--- src/rtl/fp_decode_dp_pipeline.sv ---
// Recoded double-precision (65-bit) to IEEE-754 double converter.
// Combinational decode feeds a STAGES-deep valid/ready pipeline with full backpressure.
module fp_decode_dp_pipeline #(
  parameter int unsigned STAGES = 2,
  parameter int unsigned EXP_W  = 11,
  parameter int unsigned SIG_W  = 53,
  parameter int unsigned EXC_W  = 5
) (
  input  logic                   clk,
  input  logic                   reset,
  input  logic                   in_valid,
  output logic                   in_ready,
  input  logic [EXP_W+SIG_W:0]   in_data,
  output logic                   out_valid,
  input  logic                   out_ready,
  output logic [EXP_W+SIG_W-1:0] result,
  output logic [EXC_W-1:0]       exc
);

  localparam int unsigned FracW = SIG_W - 1;
  localparam int unsigned RexpW = EXP_W + 1;
  localparam int unsigned DataW = 1 + EXP_W + FracW;

  // ---------------------------------------------------------------------------
  // Decode
  // ---------------------------------------------------------------------------
  logic             sign;
  logic [RexpW-1:0] rexp;
  logic [FracW-1:0] rsig;
  logic [2:0]       cls;
  logic [EXP_W-1:0] norm_exp;
  logic [RexpW-1:0] sub_shift;
  logic [FracW-1:0] sub_frac;
  logic [EXP_W-1:0] dec_exp;
  logic [FracW-1:0] dec_frac;
  logic [DataW-1:0] dec_data;

  assign sign      = in_data[EXP_W+SIG_W];
  assign rexp      = in_data[EXP_W+SIG_W-1 -: RexpW];
  assign rsig      = in_data[FracW-1:0];
  assign cls       = rexp[RexpW-1 -: 3];
  // Only the low exponent bits matter: normals stay below 2048 after unbiasing.
  assign norm_exp  = rexp[EXP_W-1:0] - 11'd1025;
  assign sub_shift = 12'd1026 - rexp;
  assign sub_frac  = FracW'({1'b1, rsig} >> sub_shift);

  always_comb begin
    dec_exp  = '0;
    dec_frac = '0;
    if (cls == 3'b000) begin
      dec_exp  = '0;
      dec_frac = '0;
    end else if (rexp[RexpW-1 -: 2] == 2'b11) begin
      dec_exp = '1;
      if (rexp[RexpW-3]) begin
        dec_frac = rsig;
      end
    end else if (rexp >= 12'd1026) begin
      dec_exp  = norm_exp;
      dec_frac = rsig;
    end else if (rexp >= 12'd974) begin
      dec_frac = sub_frac;
    end
  end

  // Out-of-range encodings fall through with exp=frac=0, i.e. a signed zero.
  assign dec_data = {sign, dec_exp, dec_frac};

  // ---------------------------------------------------------------------------
  // Pipeline
  // ---------------------------------------------------------------------------
  logic [STAGES-1:0] valid_q;
  logic [DataW-1:0]  data_q [STAGES];
  logic [STAGES:0]   load;
  logic [STAGES-1:0] adv;

  // load[STAGES] stands for the consumer; readiness ripples back to the input.
  always_comb begin
    load         = '0;
    adv          = '0;
    load[STAGES] = out_ready;
    for (int i = int'(STAGES) - 1; i >= 0; i--) begin
      adv[i]  = valid_q[i] & load[i+1];
      load[i] = ~valid_q[i] | adv[i];
    end
  end

  always_ff @(posedge clk or negedge reset) begin
    if (!reset) begin
      valid_q <= '0;
      for (int i = 0; i < int'(STAGES); i++) begin
        data_q[i] <= '0;
      end
    end else begin
      if (load[0]) begin
        valid_q[0] <= in_valid;
        if (in_valid) begin
          data_q[0] <= dec_data;
        end
      end
      for (int i = 1; i < int'(STAGES); i++) begin
        if (load[i]) begin
          valid_q[i] <= valid_q[i-1];
          if (valid_q[i-1]) begin
            data_q[i] <= data_q[i-1];
          end
        end
      end
    end
  end

  assign in_ready  = load[0];
  assign out_valid = valid_q[STAGES-1];
  assign result    = data_q[STAGES-1];
  // Recoded-to-IEEE conversion is exact, so no flag can ever be raised.
  assign exc       = '0;

endmodule

--- config.mk ---
export PLATFORM = sky130hd
export DESIGN_NAME = fp_decode_dp_pipeline
export DESIGN_NICKNAME = d
export VERILOG_FILES = /design/src/rtl/fp_decode_dp_pipeline.sv
export SDC_FILE = /design/constraint.sdc
export NUM_CORES = 1
export LEC_CHECK = 0
export CAP_MARGIN = 25
export CORE_MARGIN = 3
export CORE_UTILIZATION = 45
export CTS_CLUSTER_DIAMETER = 30
export DETAILED_ROUTE_END_ITERATION = 12
export PLACE_DENSITY = 0.65
export SETUP_SLACK_MARGIN = 0.4
export SLEW_MARGIN = 20
export SYNTH_ARGS = -nofsm -noshare
export SYNTH_HDL_FRONTEND = slang
export SYNTH_SLANG_ARGS = --single-unit
--- constraint.sdc ---
create_clock -name clk -period 4.7 [get_ports clk]
set_input_delay 1.175 -clock clk [delete_from_list [all_inputs] [get_ports clk]]
set_output_delay 1.175 -clock clk [all_outputs]
set_load 0.01 [all_outputs]
==> flow_summary_export.csv, run 1 <==
group,metric,value,unit
outcome,status,"complete, no violations",
critical_path,cpMaxStageDelayCell,"clkdlybuf4s50_1",
synth,syn_area_per_cell,9.56,um2
drt,wl_met3,3040,um
floorplanning,die_y,155,um
clock_tree,path_clk_slew,0.06,ns
clock_tree,cts.sinks,130,
global_route,groute.usage.overall,28.9,%
global_route,grt_max_degree,81,
timing,drv_slew,0,
power,finalPower,4.56,mW
timing,max_freq,238,MHz
synth,ys_seq_elements,130,
clock_tree,ctsResizeCount,0,
critical_path,crit_buf_inv,2,
floorplanning,io_pins,140,
clock_tree,cts_hold_buf,0,
clock_tree,htreeDepth,4,
synth,ys.flop_type,"dfrtp_1",
critical_path,crit_type,"in -> reg",
synth,yosysUniqueCellTypes,71,
synth,yosysWarnings,0,
drt,drt_iter0_drc,907,
critical_path,startpoint_type,"primary input",
floorplanning,fp-row-count,54,
flow_run,maxCapViolations,0,
global_route,grt_pass1_wl,53900,um
critical_path,crit_path_max_fanout,28,
final_layout,drive_gt1_share,23.9,%
power,p_leak,5.02,nW
timing,finalSetupViolations,0,
synth,yosysTopAreaCell,"dfrtp_1",
synth,synth_top_area_share,32.4,%
critical_path,crit_required,5.01,ns
timing,setup_ws,0.492,ns
timing,min_period,4.21,ns
floorplanning,core-area,0.0219,mm2
power,pwr_density_cell,375,mW/mm2
place,port_buffers,134,
timing,finalHoldViolations,0,
power,vdd_drop_max,0.230,mV
drt,vias,9121,
floorplanning,dieWidth,155,um
drt,highest-signal-layer,"met4",
synth,synth.most_common_cell,"dfrtp_1",
drt,wl_met1,15300,um
clock_tree,cts_tree,"built",
synth,syn_inst,1050,
floorplanning,initial_core_util,45.8,%
min_path,hp-class,"reg -> reg",
global_route,grt.overflow.total,0,
critical_path,worstPathCellList,"clkdlybuf4s50_1 > inv_1 > ha_4 > mux4_2 > mux2i_1 > a21oi_1 > a221oi_1 > o21a_1 > o21ai_0",
place,dp_slack,0.114,ns
synth,synth-edff-count,0,
global_route,grt_antenna_before_repair,0,
critical_path,crit_family,"multiplexers",
clock_tree,cts_root_buf,"clkbuf_16",
clock_tree,clockBufferDepth,2,
place,hpwl,25400,um
drt,dr.pass1.iters,5,
clock_tree,clock_latency,0.43,ns
drt,antenna_left,0,
timing,skew,0.0107,ns
drt,drc,0,
global_route,first_global_vias,8851,
floorplanning,dieArea,0.0241,mm2
timing,worstMarginPinSlew,0.842,ns
place,place_congestion,0.998,
timing,fin_crit_sh,89.5,%
drt,routed_via_density,6.42,
synth,ys_top_cells_by_count,"dfrtp_1 (130), nand2_1 (110), mux2_2 (93), a21oi_1 (87), buf_4 (70)",
critical_path,crit_path_end_kind,"flip-flop",
timing,fin_setup_tns,0,ns
final_layout,final_nets,1199,
timing,relSlewSlack,43.6,%
timing,rsz0062_at_grt,"false",
drt,wl,34900,um
clock_tree,post-cts-setup-buffers,0,
critical_path,crit_arrival,4.51,ns
final_layout,fin_util,55.6,%
synth,synth_seq_area_share,32.4,%
drt,met2RoutedLength,15500,um
drt,wire_per_inst,24.6,um
synth,synthTopCellsByArea,"dfrtp_1 (32%), mux2_2 (10%), mux4_2 (8.8%)",
clock_tree,cts_buffers,17,
critical_path,cpPeakStageDelay,0.66,ns
synth,synthesis.area,0.0100,mm2
final_layout,area_growth_syn_to_layout,21.3,%
synth,synthArstFlopShare,100,%
final_layout,antenna_cells,0,
==> sequential cells by signal, indices dropped and copies added, names as in the netlist <==
name	flops
result	64
valid_q	2
data_q	64
==> metrics by stage <==
step           hold slack (ns)  cell area (um2)  std cells
2_1_floorplan            0.445            10100       1054
3_3_place_gp             0.458            11600       1388
3_5_place_dp             0.463            11600       1388
4_1_cts                  0.477            12200       1420
5_1_grt                  0.489            12200       1420
6_report                 0.470            12200       1420
==> layer usage <==
metal | vias to the layer above | GRT usage (%)
met5 | - | 0
li1 | 4051 | -
met4 | 0 | 10.2
met3 | 67 | 5.54
met2 | 514 | 42.8
met1 | 4489 | 42.5
==> worst register-to-register path: stages, from the launching register on <==
cell and delay, ns:
dfrtp_1 0.40, nand3b_1 0.15, nand2_2 0.12, nor3_2 0.29
nor2_1 0.19, nor2_1 0.66, buf_4 0.32, a22oi_1 0.08
o21ai_0 0.12
==> cell type report <==
type                            count  area [um2]
Clock buffer                       18         439
Multi-Input combinational cell    758        5940
Inverter                            4        16.3
Timing Repair Buffer              216        2000
Sequential cell                   130        3250
Tap cell                          280         350
Clock inverter                     14         165
Fill cell                        2002        9720
==> cell families (layout without fill, tap and decap cells) <==
family,Yosys count,after routing,synth area share (%)
compound gates,302,302,20.0
xor+xnor,14,14,1.22
fa+ha+maj,3,3,0.374
buf+inv,166,252,9.38
flops,130,130,32.4
mux,194,194,25.4
other cells,1,5,0.0374
simple gates,240,240,11.2
==> where the power goes <==
part	switching (mW)	total [mW]	internal (mW)
Sequential	0.137	1.49	1.36
Combinational	0.839	1.67	0.830
Clock	0.591	1.40	0.813
==> cells in the final DEF (no fill, tap or decap), types with 5 or more instances in the layout <==
master           netlist  routed
buf_4                 70      78
clkbuf_16              0      17
a22oi_1               17      17
nor2b_1                5       5
a221oi_1              33      33
mux4_2                39      39
mux2_2                93      93
a22o_1                 5       5
a211oi_1               7       7
a21oi_1               87      87
nand3_1               20      20
xor2_1                 8       6
nor2_1                48      47
a31oi_1               24      24
conb_1                 1       5
inv_6                  0       6
mux2i_1               62      62
a221o_1               10      10
nor3_1                15      14
o22ai_1                6       6
o211ai_1              10      10
nand2_1              110     108
and2_1                 5       5
nand2b_1               5       5
a21o_1                11      11
dfrtp_1              130     130
o21ai_0               59      59
clkdlybuf4s50_1        0     132
==> final timing paths <==
path | endpoint | depth (start not counted) | startpoint | slack, ns
max reg2reg | data_q[93]$_DFFE_PN0P_ | 8 | valid_q[1]$_DFFE_PN0P_ | 2.29
min reg2reg | data_q[112]$_DFFE_PN0P_ | 1 | data_q[112]$_DFFE_PN0P_ | 0.47
min in group asynchronous | result[49]$_DFFE_PN0P_ | 1 | reset | 0.80
min | data_q[112]$_DFFE_PN0P_ | 1 | data_q[112]$_DFFE_PN0P_ | 0.47
max in group asynchronous | data_q[69]$_DFFE_PN0P_ | 2 | reset | 3.02
max | data_q[86]$_DFFE_PN0P_ | 9 | in_data[53] | 0.49
Power figures use the tool's default switching activity.
==> run 2: changes to the inputs <==
--- a/config.mk
+++ b/config.mk
@@ -10,7 +10,8 @@
 export CORE_UTILIZATION = 45
 export CTS_CLUSTER_DIAMETER = 30
 export DETAILED_ROUTE_END_ITERATION = 12
-export PLACE_DENSITY = 0.65
+export HOLD_SLACK_MARGIN = 0.08
+export PLACE_DENSITY_LB_ADDON = 0.08
 export SETUP_SLACK_MARGIN = 0.4
 export SLEW_MARGIN = 20
 export SYNTH_ARGS = -nofsm -noshare
==> constraint.sdc (replaced) <==
create_clock -name clk -period 5.4 [get_ports clk]
set_input_delay 1.35 -clock clk [delete_from_list [all_inputs] [get_ports clk]]
set_output_delay 1.35 -clock clk [all_outputs]
set_load 0.01 [all_outputs]
==> run 2 against run 1 <==
Setup slack better by 0.29 ns; design area down 2.4%; sequential share of layout area up 0.65 points; clock-buffer cell count down 1; non-clock buffer count down 33; critical path type unchanged; critical endpoint unchanged; largest cell class unchanged; largest power group unchanged.
==> flow_summary_export.csv, run 2 (same netlist as run 1, synthesis figures left out) <==
group,metric,value,unit
global_route,first_global_vias,8583,
place,hpwl,25300,um
place,placed_cell_area,0.0113,mm2
timing,max_freq,217,MHz
min_path,hold_start,"data_q[120]$_DFFE_PN0P_",
outcome,status,"complete, no violations",
critical_path,crit_path_end_kind,"flip-flop",
clock_tree,post-cts-setup-buffers,0,
final_layout,area_growth_syn_to_layout,18.4,%
global_route,grt_antenna_before_repair,0,
drt,dr.pass1.iters,5,
clock_tree,path_clk_slew,0.06,ns
critical_path,crit_type,"in -> reg",
timing,skew,0.0146,ns
global_route,groute.usage.overall,28.9,%
timing,fin_setup_tns,0,ns
critical_path,reg2regPathDepth,8,
drt,vias,8967,
timing,finalHoldViolations,0,
clock_tree,cts_hold_buf,0,
floorplanning,initial_core_util,45.8,%
final_layout,final_nets,1166,
timing,relSlewSlack,29.6,%
clock_tree,clock_latency,0.43,ns
critical_path,critPathLaunch,"in_data[53]",
critical_path,startpoint_type,"primary input",
critical_path,rr_startpoint,"valid_q[1]$_DFFE_PN0P_",
final_layout,final_common_cell,"clkdlybuf4s50_1",
power,finalPower,3.85,mW
timing,fin_crit_sh,85.5,%
min_path,hold_depth,2,
timing,min_period,4.62,ns
power,p_leak,4.85,nW
global_route,grt_max_degree,101,
final_layout,drive_gt1_share,21.5,%
drt,drc,0,
floorplanning,core-area,0.0219,mm2
floorplanning,dieArea,0.0241,mm2
drt,antenna_left,0,
critical_path,crit_arrival,4.92,ns
final_layout,fill_cells,2053,
critical_path,crit_required,5.70,ns
floorplanning,dieWidth,155,um
power,vdd_drop_max,0.186,mV
clock_tree,cts_tree,"built",
flow_run,maxCapViolations,0,
final_layout,design_area,0.0119,mm2
timing,worstMarginPinSlew,1.05,ns
place,port_buffers,134,
critical_path,crit_path_max_fanout,37,
drt,wire_per_inst,25.4,um
clock_tree,htreeDepth,4,
global_route,grt_pass1_wl,53400,um
final_layout,mostFrequentLayoutCells,"clkdlybuf4s50_1 (132), dfrtp_1 (130), nand2_1 (108)",
place,place_congestion,1.01,
min_path,hp-class,"reg -> reg",
floorplanning,die_y,155,um
timing,finalSetupViolations,0,
drt,routed_via_density,6.47,
power,pwr_density_cell,324,mW/mm2
drt,wl,35200,um
clock_tree,cts_root_buf,"clkbuf_16",
floorplanning,io_pins,140,
clock_tree,cts_buffers,17,
drt,drt_iter0_drc,917,
global_route,grt.overflow.total,0,
clock_tree,ctsResizeCount,0,
floorplanning,fp-row-count,54,
timing,rsz0062_at_grt,"false",
clock_tree,clockBufferDepth,2,
clock_tree,cts.sinks,130,
timing,drv_slew,0,
==> run 2: changes by cell type in the layout (fill, tap and decap cells not counted), moves of 2 or more <==
cell | previous run | this run
inv_8 | 2 | 0
clkinvlp_4 | 4 | 1
clkinv_2 | 1 | 4
clkinv_4 | 0 | 2
buf_4 | 78 | 45
==> run 2: area by class of cell <==
class | instances | area (um2) | share of cell area (%)
Sequential cell | 130 | 3250 | 27.4
Multi-Input combinational cell | 758 | 5940 | 50.0
Timing Repair Buffer | 183 | 1760 | 14.8
Clock buffer | 17 | 425 | 3.58
Antenna cell | 1 | 2.50 | 0.0211
Clock inverter | 14 | 128 | 1.07
Inverter | 4 | 15.0 | 0.126
Tap cell | 280 | 350 | 2.95
==> run 2: path summary, 6_finish.rpt <==
path / endpoint / slack, ns
worst max-delay path: data_q[86]$_DFFE_PN0P_ / 0.78
worst min-delay path: data_q[120]$_DFFE_PN0P_ / 0.47
worst max register to register: data_q[72]$_DFFE_PN0P_ / 2.74
worst min register to register: data_q[120]$_DFFE_PN0P_ / 0.47
max in group asynchronous: result[28]$_DFFE_PN0P_ / 3.46
min in group asynchronous: result[51]$_DFFE_PN0P_ / 0.81
==> run 2: layer usage <==
metal | up-vias | track usage (%) | routed length, um
met5 | - | 0 | 0
met4 | 0 | 11.0 | 1180
met3 | 64 | 6.18 | 3140
met2 | 465 | 40.8 | 15000
met1 | 4450 | 43.4 | 15900
li1 | 3988 | - | -
==> run 2: power by group <==
| group | internal (mW) | leakage [nW] | switching, mW |
|---|---|---|---|
| clock network | 0.638 | 0.275 | 0.508 |
| logic | 0.689 | 2.95 | 0.714 |
| registers | 1.18 | 1.62 | 0.119 |
==> run 2: through the flow <==
stage               std cells  hold WS [ns]  util [%]  setup WS [ns]
finish                   1387         0.471      54.3          0.782
global route             1386         0.502      54.2          0.718
CTS                      1384         0.480      54.1          0.856
detailed placement       1353         0.465      51.6          0.463
global placement         1352         0.460      51.5          0.484
floorplan                1054         0.445         -          0.742
==> run 2: worst max-delay path, stage by stage <==
cell	delay, ns
clkdlybuf4s50_1	0.50
buf_4	0.17
inv_1	0.07
ha_4	0.66
mux4_2	0.58
mux2i_1	0.58
a21oi_1	0.36
a221oi_1	0.33
o21a_1	0.20
o21ai_0	0.10
==> run 3: changes to the inputs <==
==> constraint.sdc (replaced) <==
create_clock -name clk -period 4.9 [get_ports clk]
set_input_delay 1.225 -clock clk [delete_from_list [all_inputs] [get_ports clk]]
set_output_delay 1.225 -clock clk [all_outputs]
set_load 0.01 [all_outputs]
==> run 3 against run 2 <==
Design area is 1.1% higher; sequential cell count stayed put; hold slack improved by 0.0069 ns; setup slack worse by 0.051 ns; clock-buffer cell count is 1 higher; routed wire length rose by 0.86%; non-clock buffer count up 16; combinational power increased by 12%; cell count increased by 1.2%; largest cell class unchanged.
==> flow_summary_export.csv, run 3 (same netlist as run 1, synthesis figures left out) <==
group,metric,value,unit
floorplanning,dieWidth,155,um
clock_tree,cts_tree,"built",
drt,met2RoutedLength,15500,um
floorplanning,io_pins,140,
clock_tree,cts_hold_buf,0,
floorplanning,core-area,0.0219,mm2
drt,vias,8933,
timing,rsz0062_at_grt,"false",
timing,drv_slew,0,
place,dp_slack,0.337,ns
timing,max_freq,240,MHz
drt,antenna_left,0,
global_route,grt_pass1_wl,54600,um
global_route,grt_max_degree,70,
outcome,status,"complete, no violations",
final_layout,fill_cells,2008,
final_layout,regArea,0.00325,mm2
clock_tree,path_clk_slew,0.07,ns
timing,fin_setup_tns,0,ns
timing,worstMarginPinSlew,1.02,ns
final_layout,drive_gt1_share,22.8,%
floorplanning,fp-row-count,54,
flow_run,maxCapViolations,0,
min_path,hp-class,"reg -> reg",
clock_tree,clock_latency,0.43,ns
drt,highest-signal-layer,"met4",
drt,drc,0,
drt,dr.pass1.iters,5,
drt,drt_iter0_drc,884,
final_layout,area_growth_syn_to_layout,19.7,%
floorplanning,initial_core_util,45.8,%
final_layout,final_nets,1182,
drt,wl_met1,16000,um
power,p_leak,4.93,nW
critical_path,crit_path_end_kind,"flip-flop",
drt,routed_via_density,6.37,
critical_path,cpPeakStageDelay,0.60,ns
clock_tree,cts.sinks,130,
critical_path,cpMaxStageDelayCell,"mux4_2",
critical_path,crit_type,"in -> reg",
global_route,first_global_vias,8778,
drt,wire_per_inst,25.3,um
clock_tree,clockBufferDepth,2,
critical_path,crit_required,5.20,ns
timing,fin_crit_sh,85.1,%
timing,setup_ws,0.731,ns
critical_path,crit_buf_inv,2,
global_route,grt_antenna_before_repair,0,
final_layout,mostFrequentLayoutCells,"clkdlybuf4s50_1 (132), dfrtp_1 (130), nand2_1 (108)",
place,port_buffers,134,
global_route,grt.overflow.total,0,
final_layout,multi_input_comb_area,0.00594,mm2
drt,wl,35500,um
min_path,hold_start,"data_q[122]$_DFFE_PN0P_",
critical_path,crit_family,"multiplexers",
final_layout,antenna_cells,0,
critical_path,crit_path_max_fanout,23,
final_layout,final_common_cell,"clkdlybuf4s50_1",
timing,finalSetupViolations,0,
timing,relSlewSlack,32.0,%
critical_path,rr_startpoint,"valid_q[1]$_DFFE_PN0P_",
timing,finalHoldViolations,0,
place,place_congestion,0.989,
floorplanning,dieArea,0.0241,mm2
floorplanning,die_y,155,um
power,vdd_drop_max,0.221,mV
drt,wl_met3,2930,um
critical_path,startpoint_type,"primary input",
critical_path,critPathLaunch,"in_data[53]",
power,pwr_density_cell,357,mW/mm2
timing,skew,0.0125,ns
clock_tree,cts_buffers,17,
critical_path,r2r_slack,2.48,ns
clock_tree,ctsResizeCount,0,
clock_tree,htreeDepth,4,
place,hpwl,25900,um
timing,min_period,4.17,ns
global_route,groute.usage.overall,29.5,%
critical_path,crit_arrival,4.47,ns
clock_tree,post-cts-setup-buffers,0,
clock_tree,cts_root_buf,"clkbuf_16",
critical_path,worstPathCellList,"clkdlybuf4s50_1 > inv_1 > ha_4 > mux4_2 > mux2_2 > a22oi_1 > and4b_1 > a31oi_1 > a32oi_1",
run 3: cell types whose count changed in the layout (fill, tap and decap cells not counted), sizes merged:
| cell | before | now |
|---|---|---|
| clkbuf | 17 | 18 |
| clkinvlp | 1 | 2 |
| bufinv | 1 | 0 |
| diode | 1 | 0 |
| inv | 9 | 11 |
| buf | 51 | 67 |
| clkinv | 7 | 5 |
run 3: worst reg2reg max path, cell delays in order, from the launching register on:
cell and delay, ns:
dfrtp_1 0.40, nand3b_1 0.15, nand2_2 0.12, nor3_2 0.22
buf_4 0.51, a21oi_1 0.10, nor2_1 0.23, nand2_1 0.17
o31ai_1 0.29, buf_4 0.17
run 3: stage by stage:
stage          utilization, %  instance area, um2  instances  power [mW]  hold WS (ns)
2_1_floorplan               -               10100       1054        2.45         0.445
6_report                 54.9               12000       1403        4.29         0.478
4_1_cts                  54.9               12000       1403        4.31         0.485
3_5_place_dp             52.2               11400       1371        3.01         0.469
5_1_grt                  54.9               12000       1403        4.51         0.500
3_3_place_gp             52.2               11400       1371        3.00         0.461
run 3: layout make-up:
type	count	area share, %
Multi-Input combinational cell	758	49.5
Sequential cell	130	27.1
Timing Repair Buffer	199	15.6
Clock buffer	18	3.66
Tap cell	280	2.92
Clock inverter	14	1.15
Inverter	4	0.125
run 3: report_power, final:
part	leakage (nW)	switching, mW	internal (mW)
registers	1.62	0.133	1.30
clock network	0.279	0.599	0.688
logic	3.03	0.799	0.776
total	4.93	1.53	2.76
run 3: path summary, 6_finish.rpt:
path	endpoint	depth (start not counted)
worst min register to register	data_q[122]$_DFFE_PN0P_	2
worst max-delay path	data_q[67]$_DFFE_PN0P_	9
worst max register to register	data_q[80]$_DFFE_PN0P_	9
max in group asynchronous	result[6]$_DFFE_PN0P_	2
worst min-delay path	data_q[122]$_DFFE_PN0P_	2
min in group asynchronous	valid_q[1]$_DFFE_PN0P_	1
run 3: layer usage:
layer / track usage [%] / vias to the layer above
li1: - / 4014
met1: 43.8 / 4387
met2: 43.3 / 450
met3: 5.79 / 82
met4: 9.71 / 0
met5: 0 / -
